==> config.mk <==
export PLATFORM = sky130hd
export DESIGN_NAME = pixel_frame_streamer
export DESIGN_NICKNAME = d
export VERILOG_FILES = /design/src/rtl/pixel_frame_streamer.sv
export SDC_FILE = /design/constraint.sdc
export NUM_CORES = 1
export LEC_CHECK = 0
export CAP_MARGIN = 20
export CORE_MARGIN = 2
export CORE_UTILIZATION = 35
export DETAILED_ROUTE_END_ITERATION = 10
export PLACE_DENSITY = 0.64
export SKIP_CTS_REPAIR_TIMING = 1
export SLEW_MARGIN = 20
export SYNTH_ARGS = -nofsm -noshare
export SYNTH_HDL_FRONTEND = slang
export SYNTH_SLANG_ARGS = --single-unit
==> constraint.sdc <==
create_clock -name clk -period 2.35 [get_ports clk]
set_input_delay 0.705 -clock clk [delete_from_list [all_inputs] [get_ports clk]]
set_output_delay 0.705 -clock clk [all_outputs]
set_load 0.02 [all_outputs]
==> src/rtl/pixel_frame_streamer.sv <==
// Raster-order frame-buffer reader driving a marked 24-bit RGB pixel stream.
// Optional internal test-pattern source: define PIXEL_FRAME_STREAMER_TPG_EN.
module pixel_frame_streamer #(
    parameter int IMG_WIDTH  = 64,
    parameter int IMG_HEIGHT = 48,
    parameter int ADDR_W     = 16,
    parameter int LINE_GAP   = 4
) (
    input  logic              clk,
    input  logic              rst,
    input  logic              start,
    input  logic              abort,
    output logic              busy,
    output logic              done,
    output logic              mem_rd_en,
    output logic [ADDR_W-1:0] mem_addr,
    input  logic [23:0]       mem_rd_data,
    output logic              pixel_valid_out,
    output logic [23:0]       pixel_out,
    output logic              sof,
    output logic              eol,
    output logic              eof
`ifdef PIXEL_FRAME_STREAMER_TPG_EN
    ,
    input  logic              tpg_enable
`endif
);

    localparam int XW = (IMG_WIDTH > 1) ? $clog2(IMG_WIDTH) : 1;
    localparam int YW = (IMG_HEIGHT > 1) ? $clog2(IMG_HEIGHT) : 1;
    localparam int GW = (LINE_GAP > 1) ? $clog2(LINE_GAP) : 1;

    localparam logic [1:0] S_IDLE  = 2'd0;
    localparam logic [1:0] S_READ  = 2'd1;
    localparam logic [1:0] S_GAP   = 2'd2;
    localparam logic [1:0] S_DRAIN = 2'd3;

    logic [1:0]        state_q, state_d;
    logic [XW-1:0]     x_q, x_d;
    logic [YW-1:0]     y_q, y_d;
    logic [ADDR_W-1:0] addr_q, addr_d;
    logic [GW-1:0]     gap_q, gap_d;
    logic              iss_q, iss_d;
    logic              v1_q, v1_d;
    logic              sof1_q, sof1_d;
    logic              eol1_q, eol1_d;
    logic              eof1_q, eof1_d;
    logic              pv_q, pv_d;
    logic [23:0]       pix_q, pix_d;
    logic              sof_q, sof_d;
    logic              eol_q, eol_d;
    logic              eof_q, eof_d;
    logic              done_q, done_d;
    logic              x_last, y_last;
    logic [23:0]       src_pix;

    assign x_last = (x_q == XW'(IMG_WIDTH - 1));
    assign y_last = (y_q == YW'(IMG_HEIGHT - 1));

`ifdef PIXEL_FRAME_STREAMER_TPG_EN
    logic        tpg_q;
    logic [23:0] tpix1_q;
    logic [7:0]  x8, y8;

    assign x8 = 8'(x_q);
    assign y8 = 8'(y_q);

    // Pattern is formed at issue time so it rides the same 2-cycle path as RAM data.
    always_ff @(posedge clk) begin
        if (rst) begin
            tpg_q   <= 1'b0;
            tpix1_q <= '0;
        end else begin
            if (state_q == S_IDLE && start && !abort) begin
                tpg_q <= tpg_enable;
            end
            tpix1_q <= {x8, y8, x8 + y8};
        end
    end

    assign src_pix   = tpg_q ? tpix1_q : mem_rd_data;
    assign mem_rd_en = iss_q & ~tpg_q;
`else
    assign src_pix   = mem_rd_data;
    assign mem_rd_en = iss_q;
`endif

    always_comb begin
        state_d = state_q;
        x_d     = x_q;
        y_d     = y_q;
        addr_d  = addr_q;
        gap_d   = gap_q;
        iss_d   = 1'b0;
        done_d  = 1'b0;
        v1_d    = iss_q;
        sof1_d  = iss_q & (x_q == '0) & (y_q == '0);
        eol1_d  = iss_q & x_last;
        eof1_d  = iss_q & x_last & y_last;
        pv_d    = v1_q;
        pix_d   = v1_q ? src_pix : 24'h0;
        sof_d   = sof1_q;
        eol_d   = eol1_q;
        eof_d   = eof1_q;

        unique case (state_q)
            S_IDLE: begin
                if (start && !abort) begin
                    state_d = S_READ;
                    iss_d   = 1'b1;
                    x_d     = '0;
                    y_d     = '0;
                    addr_d  = '0;
                end
            end
            S_READ: begin
                if (x_last && y_last) begin
                    state_d = S_DRAIN;
                end else if (x_last) begin
                    x_d = '0;
                    y_d = y_q + YW'(1);
                    if (LINE_GAP > 0) begin
                        state_d = S_GAP;
                        gap_d   = '0;
                    end else begin
                        iss_d  = 1'b1;
                        addr_d = addr_q + ADDR_W'(1);
                    end
                end else begin
                    x_d    = x_q + XW'(1);
                    iss_d  = 1'b1;
                    addr_d = addr_q + ADDR_W'(1);
                end
            end
            S_GAP: begin
                if (gap_q == GW'(LINE_GAP - 1)) begin
                    state_d = S_READ;
                    iss_d   = 1'b1;
                    addr_d  = addr_q + ADDR_W'(1);
                end else begin
                    gap_d = gap_q + GW'(1);
                end
            end
            S_DRAIN: begin
                if (!v1_q) begin
                    state_d = S_IDLE;
                    done_d  = 1'b1;
                end
            end
        endcase

        // Abort flushes everything already in flight.
        if (abort && state_q != S_IDLE) begin
            state_d = S_IDLE;
            iss_d   = 1'b0;
            done_d  = 1'b0;
            v1_d    = 1'b0;
            sof1_d  = 1'b0;
            eol1_d  = 1'b0;
            eof1_d  = 1'b0;
            pv_d    = 1'b0;
            pix_d   = 24'h0;
            sof_d   = 1'b0;
            eol_d   = 1'b0;
            eof_d   = 1'b0;
        end
    end

    always_ff @(posedge clk) begin
        if (rst) begin
            state_q <= S_IDLE;
            x_q     <= '0;
            y_q     <= '0;
            addr_q  <= '0;
            gap_q   <= '0;
            iss_q   <= 1'b0;
            v1_q    <= 1'b0;
            sof1_q  <= 1'b0;
            eol1_q  <= 1'b0;
            eof1_q  <= 1'b0;
            pv_q    <= 1'b0;
            pix_q   <= '0;
            sof_q   <= 1'b0;
            eol_q   <= 1'b0;
            eof_q   <= 1'b0;
            done_q  <= 1'b0;
        end else begin
            state_q <= state_d;
            x_q     <= x_d;
            y_q     <= y_d;
            addr_q  <= addr_d;
            gap_q   <= gap_d;
            iss_q   <= iss_d;
            v1_q    <= v1_d;
            sof1_q  <= sof1_d;
            eol1_q  <= eol1_d;
            eof1_q  <= eof1_d;
            pv_q    <= pv_d;
            pix_q   <= pix_d;
            sof_q   <= sof_d;
            eol_q   <= eol_d;
            eof_q   <= eof_d;
            done_q  <= done_d;
        end
    end

    assign busy            = (state_q != S_IDLE);
    assign done            = done_q;
    assign mem_addr        = addr_q;
    assign pixel_valid_out = pv_q;
    assign pixel_out       = pix_q;
    assign sof             = sof_q;
    assign eol             = eol_q;
    assign eof             = eof_q;

endmodule

Yosys cells after proc, flatten, opt, wreduce, memory -nomap -nowiden
Index checks and enable logic that the tools add are counted.
{ "totals": {"reg_bits": 66, "input_bits": 28} }
{ "classes": {"reduce_logical": 19, "n_mux": 28, "bitwise_logic": 6, "addsub": 4, "n_eq_ne": 14} }
{ "ops": {"columns": ["cell", "count"], "rows": [
  ["$mux W16", 4],
  ["$pmux W16 S3", 1],
  ["$mux W6", 5],
  ["$pmux W6 S2", 2],
  ["$add A16 B1 Y16 const B", 1],
  ["$mux W2", 8],
  ["$ne A2 B2 Y1 const B", 7],
  ["$add A6 B1 Y6 const B", 2],
  ["$eq A6 B6 Y1 const B", 2],
  ["$logic_not A6 Y1", 2],
  ["$reduce_and A4 Y1", 3],
  ["$pmux W2 S4", 1],
  ["$eq A2 B2 Y1 const B", 3],
  ["$reduce_bool A2 Y1", 3],
  ["$reduce_or A3 Y1", 2],
  ["$mux W1", 5],
  ["$reduce_and A5 Y1", 1],
  ["$and A1 B1 Y1", 4],
  ["$pmux W2 S2", 1],
  ["$logic_and A1 B1 Y1", 3],
  ["$ne A3 B3 Y1 const B", 1],
  ["$pmux W1 S3", 1],
  ["$reduce_and A3 Y1", 1],
  ["$reduce_bool A3 Y1", 1],
  ["6 further kinds", 7]
]} }

Depth between registers and ports, before layout
Gate-level depths: netlist (run 1).
{ "logic_depth": {"depth_word": 4, "depth_mapped": 10} }

Least setup slack after synthesis (run 1)
Ideal clock, no wire load.
{ "synth_path": {"kind": "input to register", "from": "input abort", "to": "register addr_q[12] (netlist: mem_addr[12])", "path_stages": 6, "path_buffers": 2, "setup_slack_ns": 0.347, "arrival_ns": 1.872, "setup_time_ns": 0.132, "cell_sequence": "nand2b_1 > a211o_1 > buf_2 > buf_2 > o311ai_0 > mux2i_1"} }
{ "synth_via": {"elab_chain_cells": 4} }
{ "synth_lines": {"columns": ["item", "line_no", "text"], "rows": [
  ["start: declaration", "12", "input logic abort,"],
  ["$logic_not A1 Y1", "108", "if (start && !abort) begin"],
  ["$logic_and A1 B1 Y1", "108", null],
  ["$ne A2 B2 Y1 (no source line)", null, null],
  ["$reduce_and A5 Y1 (no source line)", null, null],
  ["end signal: assignment", "191", "addr_q <= addr_d;"],
  ["end: declaration", "41", "logic [ADDR_W-1:0] addr_q, addr_d;"]
]} }
No other way between the ends.
A chain may end at the register's enable or synchronous reset.

Worst setup path in the final report (run 1)
{ "layout_path": {"from": "register addr_q[5] (netlist: mem_addr[5])", "to": "output mem_addr[5]"} }
{ "layout_rtl": {"columns": ["item", "line_no", "text"], "rows": [
  ["end: declaration", "16", "output logic [ADDR_W-1:0] mem_addr,"]
]} }
No word-level cell between the ends.

==> results of run 1 <==
==> registers in the layout, summed over array words and instances (netlist names), 2 cells and up <==
| register | count |
|---|---|
| gap_q | 2 |
| mem_addr | 16 |
| pixel_out | 24 |
| state_q | 2 |
| x_q | 6 |
| y_q | 6 |
==> routing by layer <==
layer,vias to the layer above,wire (um)
met4,0,163
met3,15,456
met2,103,3640
met5,-,0
li1,1407,-
met1,1379,3600
==> power by group through the flow <==
stage	sequential (mW)	combinational (mW)	clock [mW]
after detailed placement	1.19	0.429	0
after floorplan	1.21	0.222	0
after global placement	1.19	0.424	0
after global routing	1.17	0.468	1.16
final	1.17	0.429	1.08
after CTS	1.17	0.431	1.11
==> worst min path at each step <==
stage	endpoint	slack, ns	cells past startpoint
finish	eol	0.43	1
global route	eof	0.46	1
CTS	eol	0.43	1
detailed placement	eol	0.41	1
global placement	eol	0.41	1
floorplan	eof	0.41	1
==> synthesized netlist by cell type, types with 5 or more instances <==
| cell type | number |
|---|---|
| nor2b_1 | 5 |
| nand4_1 | 12 |
| inv_1 | 11 |
| mux2i_1 | 13 |
| nor4_1 | 8 |
| dfxtp_1 | 66 |
| o31ai_1 | 16 |
| or4_1 | 8 |
| nand2_1 | 19 |
| o311ai_0 | 10 |
| o21ai_0 | 10 |
| and3_1 | 29 |
| nand3_1 | 12 |
| a21oi_1 | 14 |
| buf_2 | 5 |
| ha_1 | 11 |
| clkbuf_1 | 18 |
| nor2_1 | 16 |
| and2_1 | 6 |
==> cells by family after synthesis <==
logic type      Yosys count
simple gates            138
compound gates           70
flops                    66
buf+inv                  38
mux                      13
fa+ha+maj                11
==> through the flow <==
step / setup WS, ns / power, mW
6_report: 0.0850 / 2.68
5_1_grt: 0.0206 / 2.80
4_1_cts: -0.142 / 2.71
3_5_place_dp: -0.222 / 1.62
3_3_place_gp: -0.156 / 1.62
2_1_floorplan: 0.347 / 1.43
==> layout make-up <==
type	instances	area (sq um)
Clock buffer	9	124
Tap cell	108	135
Multi-Input combinational cell	232	1570
Clock inverter	7	101
Sequential cell	66	1320
Timing Repair Buffer	90	876
Fill cell	813	4430
Inverter	11	41.3
==> parameters.txt, run 1 <==
Parameter                              Value

Outcome
  Run status ... finished clean

Setup path
  Slowest cell on the critical path ... clkdlybuf4s50_1
  Worst Setup End Kind ... primary output
  Capture point of the critical path ... mem_addr[5]
  Data arrival time of the critical path ... ~1.6 ns
  Worst setup path class ... reg2out
  Startpoint of the most critical register-to-register path ... state_q[0]
  Critical Path, Cell by Cell ... clkdlybuf4s50_1
  Maximum single-stage delay on the critical path ... 0.68 ns
  CP startpoint kind ... register
  Start point of the critical path ... mem_addr[5]
  Worst-path fanout max ... 10
  Family with the most delay on the worst path ... buffers and inverters
  Worst r2r path cells ... 7
  Endpoint of the worst register-to-register path ... mem_addr[3]
  Number of buffers and inverters on the critical path ... 1
  Flop-to-flop setup slack ... 0.27 ns
  Number of logic stages on the critical path including buffering ... 1
  Worst EP required ... 1.64 ns

Die
  Die Footprint ... 9500 sq um
  Site row count ... 34
  Core region area ... 8590 sq um
  Horizontal extent of the die ... 97.5 um
  Die height ... 97.5 um
  # IOs ... 75
  Starting Density ... 0.356

Power and ir drop
  Part of the power in combinational logic ... 0.160
  Leakage power of the design ... 1.58 nW
  Proportion of total power due to net switching ... 0.275
  Total net switching power ... approximately 0.74 mW
  Power per Cell Area ... 643 nW/um^2
  Proportion of power drawn by the clock network ... 0.405
  Sequential fraction of design power ... 0.435
  Int Pwr ... 1.94 mW
  Largest vdd supply drop ... 0.282 mV

Synth
  Leading area contributor after synthesis ... dfxtp_1
  Synth top area share ... 0.432
  Synth Area in Simple Gates ... 0.261
  Mux share of post-synthesis cell area ... 0.0426
  Proportion of synthesized flip-flops having asynchronous set or reset ... 0
  Cell types with the largest area share after synthesis ... dfxtp_1 43%, and3_1 5.9%, ha_1 4.5%
  Post-synth EDFFs ... 0
  Main combinational cell family by area after synthesis ... simple AND/OR/NAND/NOR gates
  Syn avg cell area ... 9.10 sq um
  Compound-cell area share of the yosys netlist ... 0.163
  Synth Warn # ... 0
  Flops & latches, synth ... 66
  Most frequently used flop master after synthesis ... dfxtp_1
  Post-synthesis adder-cell area fraction ... 0.0450
  Post-synthesis instance total ... 336
  XOR/XNOR share of the synthesized area ... 0
  Synth unique cells ... 48
  Sequential cell area fraction in the yosys report ... 0.432
  Post-Syn Area ... 3060 sq um
  Synth Net Count ... around 380

Finish
  Post-layout instance count excluding filler cells ... 523
  Final design area excluding fillers ... 4170 sq um
  Most common cell after layout, fill and taps aside ... clkdlybuf4s50_1
  Highest-count cells in the layout ignoring fill and taps ... 73 x clkdlybuf4s50_1, 66 x dfxtp_1, 29 x and3_1
  Total inserted antenna cells ... 0
  Core Util, Final ... 0.485
  Proportion of layout cells with a drive suffix above 1 ... 0.0867
  Relative area change from synthesis to final layout ... 36.3%
  Number of nets in the layout ... 449

Placement
  Final weighted congestion in routability-driven placement ... 0.835
  Detailed-placement wirelength estimate ... 5.51 mm
  Total of buffers placed on input and output ports ... 74
  DP Cell Count ... 507
  Post-placement cell area ... 3940 sq um

Timing
  Upper clock frequency limit ... ~440 MHz
  Setup repair after global routing missed its margin ... false
  Setup Total Neg Slack ... 0 ns
  Final Hold Vio Count ... 0
  Final worst clock skew ... 0.00623 ns
  Transition time of the tightest slew-check pin ... ~0.65 ns
  Final worst hold slack ... approximately 0.43 ns
  Minimum clock period after layout ... 2.27 ns
  Max Slew Vio Count ... 0
  Relative slew slack ... 0.567
  Part of the cycle the worst path needs ... 0.964
  Number of endpoints failing setup at the final stage ... 0

Detailed routing
  Routed length per instance ... 15.0 um
  Number of nets with antenna violations after routing ... 0
  DRC marker count from the first detailed-route iteration ... 144
  Number of design rule violations left after detail routing ... 0
  Number of vias per cell after detailed routing ... 5.55
  Sum of routed wire length over all layers ... 7.87 mm
  Routed via count ... slightly below 3000
  Initial DRT Pass Iterations ... 4

GRT
  Global-route track usage on met2 ... 0.260
  Wire length of the first global-routing pass ... 13.2 mm
  Initial antenna violation count ... 0
  Largest net degree at the start of global routing ... 43
  Vias in the first global route ... 2714
  Residual overflow from global routing ... 0
  Met3 GRT Util ... 0.0353
  Global-route layer with the greatest usage ... met2
  Met1 routing resource usage after global routing ... 0.219
  Global routing usage summed across all routing layers ... 0.167

Clock tree
  Root Buffer Master ... clkbuf_8
  Maximum buffer depth of the clock tree ... 2
  Number of sinks on the clock net ... 66
  Clock Latency Late Sink ... 0.35 ns
  TritonCTS buffer count ... 9
  Clock H-tree levels ... 3
  Clock tree from TritonCTS ... yes
  Clock-pin slew on the worst setup and hold paths ... ~0.080 ns

Hold path
  Hold_sp ... eol1_q
  Worst min path class ... reg2reg

Job
  Count of max-cap constraint violations ... 0
(Power assumes the default switching activity.)
==> run 2: changes to the inputs <==
Settings changed: GPL_TIMING_DRIVEN set to 0.
==> parameters.txt, run 2 (synthesized netlist as in run 1, its figures left out) <==
Parameter                              Value

Timing
  Number of endpoints failing setup at the final stage ... 0 (unchanged)
  Final worst hold slack ... 0.417 ns (was 0.428 ns)
  Part of the cycle the worst path needs ... 0.982 (was 0.964)
  Setup repair after global routing missed its margin ... true (was false)
  Final Hold Vio Count ... 0 (unchanged)
  Max Slew Vio Count ... 0 (unchanged)
  Upper clock frequency limit ... 433 MHz (was 441 MHz)
  Transition time of the tightest slew-check pin ... 0.554 ns (was 0.649 ns)
  Relative slew slack ... 0.628 (was 0.567)
  Minimum clock period after layout ... 2.31 ns (was 2.27 ns)
  Final worst clock skew ... 0.00843 ns (was 0.00623 ns)

Setup path
  Maximum single-stage delay on the critical path ... 0.43 ns (was 0.68 ns)
  Family with the most delay on the worst path ... buffers and inverters (unchanged)
  Endpoint of the worst register-to-register path ... mem_addr[14] (was mem_addr[3])
  Data arrival time of the critical path ... 2.52 ns (was 1.56 ns)
  Flop-to-flop setup slack ... 0.18 ns (was 0.27 ns)
  Worst r2r path cells ... 9 (was 7)
  CP startpoint kind ... input pin (was register)
  Worst EP required ... 2.57 ns (was 1.64 ns)
  Number of buffers and inverters on the critical path ... 3 (was 1)
  Worst setup path class ... in2reg (was reg2out)
  Critical path's most frequent cell ... buf_2
  Worst Setup End Kind ... register (was primary output)
  Worst-path fanout max ... 10 (unchanged)
  Slowest cell on the critical path ... clkdlybuf4s50_1 (unchanged)
  Startpoint of the most critical register-to-register path ... state_q[1] (was state_q[0])
  Critical Path, Cell by Cell ... clkdlybuf4s50_1 -> nand2b_1 -> a211o_4 -> buf_2 -> buf_2 -> o311ai_1 -> mux2i_1 (was clkdlybuf4s50_1)

Detailed routing
  Number of design rule violations left after detail routing ... 0 (unchanged)
  Sum of routed wire length over all layers ... 8.28 mm (was 7.87 mm)
  Routed length per instance ... 15.5 um (was 15.0 um)
  Number of nets with antenna violations after routing ... 0 (unchanged)
  Routed via count ... 2928 (was 2904)
  DRC marker count from the first detailed-route iteration ... 171 (was 144)
  Initial DRT Pass Iterations ... 4 (unchanged)
  Number of vias per cell after detailed routing ... 5.48 (was 5.55)

GRT
  Largest net degree at the start of global routing ... 13 (was 43)
  Global routing usage summed across all routing layers ... 0.176 (was 0.167)
  Initial antenna violation count ... 0 (unchanged)
  Global-route layer with the greatest usage ... met2 (unchanged)
  Vias in the first global route ... 2778 (was 2714)
  Met1 routing resource usage after global routing ... 0.223 (was 0.219)
  Global-route track usage on met2 ... 0.281 (was 0.260)
  Residual overflow from global routing ... 0 (unchanged)
  Met3 GRT Util ... 0.0417 (was 0.0353)
  Wire length of the first global-routing pass ... 13.7 mm (was 13.2 mm)

Clock tree
  Number of sinks on the clock net ... 66 (unchanged)
  Clock tree from TritonCTS ... yes (unchanged)
  TritonCTS buffer count ... 9 (unchanged)
  Root Buffer Master ... clkbuf_8 (unchanged)
  Clock H-tree levels ... 3 (unchanged)
  Clock-pin slew on the worst setup and hold paths ... 0.08 ns (about the same)
  Clock Latency Late Sink ... 0.34 ns (was 0.35 ns)
  Maximum buffer depth of the clock tree ... 2 (unchanged)

Die
  Starting Density ... 0.356 (unchanged)
  Die Footprint ... 9500 sq um (unchanged)
  Site row count ... 34 (unchanged)
  # IOs ... 75 (unchanged)
  Core region area ... 8590 sq um (unchanged)
  Die height ... 97.5 um (unchanged)
  Horizontal extent of the die ... 97.5 um (unchanged)

Power and ir drop
  Power per Cell Area ... 638 nW/um^2 (was 643 nW/um^2)
  Total net switching power ... 0.729 mW (was 0.738 mW)
  Part of the power in combinational logic ... 0.160 (about the same)
  Int Pwr ... 1.94 mW (about the same)
  Sequential fraction of design power ... 0.434 (was 0.435)
  Leakage power of the design ... 1.59 nW (was 1.58 nW)
  Largest vdd supply drop ... 0.224 mV (was 0.282 mV)
  Proportion of total power due to net switching ... 0.273 (was 0.275)
  Proportion of power drawn by the clock network ... 0.406 (was 0.405)

Placement
  Post-placement cell area ... 3930 sq um (was 3940 sq um)
  Final weighted congestion in routability-driven placement ... 0.884 (was 0.835)
  Total of buffers placed on input and output ports ... 74 (unchanged)
  Detailed-placement wirelength estimate ... 5.89 mm (was 5.51 mm)

Hold path
  Worst min path class ... reg2reg (unchanged)
  Worst hold path depth ... 1 (unchanged)
  Hold_sp ... eol1_q (unchanged)
  Worst Hold Endpoint ... eol (unchanged)

Finish
  Multi-input logic area ... 1580 sq um (was 1570 sq um)
  Highest-count cells in the layout ignoring fill and taps ... 73 x clkdlybuf4s50_1, 66 x dfxtp_1, 29 x and3_1 (unchanged)
  Flip-flop count of the largest register after layout ... 24 (unchanged)
  Relative area change from synthesis to final layout ... 37.0% (was 36.3%)
  Area used by sequential logic in the layout ... 1320 sq um (unchanged)
  Core Util, Final ... 0.487 (was 0.485)
  Proportion of layout cells with a drive suffix above 1 ... 0.0775 (was 0.0867)
  Total inserted antenna cells ... 0 (unchanged)
  Number of nets in the layout ... 460 (was 449)
  Most common cell after layout, fill and taps aside ... clkdlybuf4s50_1 (unchanged)
  Number of fill cells ... 820 (was 813)
  Final design area excluding fillers ... 4190 sq um (was 4170 sq um)

Job
  Count of max-cap constraint violations ... 0 (unchanged)

Outcome
  Run status ... finished clean (unchanged)
==> run 2: cell types whose count changed in the layout (fill, tap and decap cells not counted), moves of 2 or more <==
cell,before,now
buf_4,15,0
clkbuf_1,0,15
buf_2,0,5
o311ai_0,10,5
o311ai_1,0,5
buf_6,0,3
clkbuf_2,0,3
inv_6,2,0
==> run 2: power groups by stage <==
| stage | combinational (mW) | sequential, mW | clock (mW) |
|---|---|---|---|
| 2_1_floorplan | 0.222 | 1.21 | 0 |
| 6_report | 0.427 | 1.16 | 1.08 |
| 4_1_cts | 0.413 | 1.16 | 1.11 |
| 3_5_place_dp | 0.411 | 1.19 | 0 |
| 3_3_place_gp | 0.408 | 1.19 | 0 |
| 5_1_grt | 0.463 | 1.16 | 1.16 |
==> run 2: worst register-to-register path: stages, from the launching register on <==
cell	delay, ns
dfxtp_1	0.39
inv_1	0.09
ha_1	0.19
buf_6	0.14
and3_4	0.15
and2_4	0.15
buf_6	0.12
clkbuf_1	0.23
nor4_1	0.39
mux2i_1	0.23
==> run 2: worst max path at each step <==
stage / from / to / cells after the start
final: abort / mem_addr[12] / 7
after global routing: abort / mem_addr[14] / 7
after global placement: abort / mem_addr[13] / 7
after detailed placement: abort / mem_addr[12] / 7
after CTS: state_q[0] / busy / 4
after floorplan: abort / mem_addr[12] / 6
==> run 2: per-stage QoR <==
step	total power, mW	setup slack (ns)	cells	TNS, ns
after floorplan	1.43	0.347	336	0
after CTS	2.68	-0.204	534	-0.270
final	2.67	0.0426	534	0
after detailed placement	1.60	-0.380	518	-6.71
after global placement	1.59	-0.340	518	-5.88
after global routing	2.78	-0.0342	534	-0.129
==> run 2: cell type report <==
class | count | share of cell area
Buffer | 27 | 0.0320
Clock buffer | 10 | 0.0329
Clock inverter | 6 | 0.0215
Inverter | 11 | 0.00986
Multi-Input combinational cell | 232 | 0.378
Sequential cell | 66 | 0.316
Tap cell | 108 | 0.0323
Timing Repair Buffer | 74 | 0.178
==> run 2: per-layer routing <==
metal  part of all wire  wire length, um
met1               0.46             3810
met2               0.46             3790
met3              0.060              498
met4              0.021              173
met5                  0                0
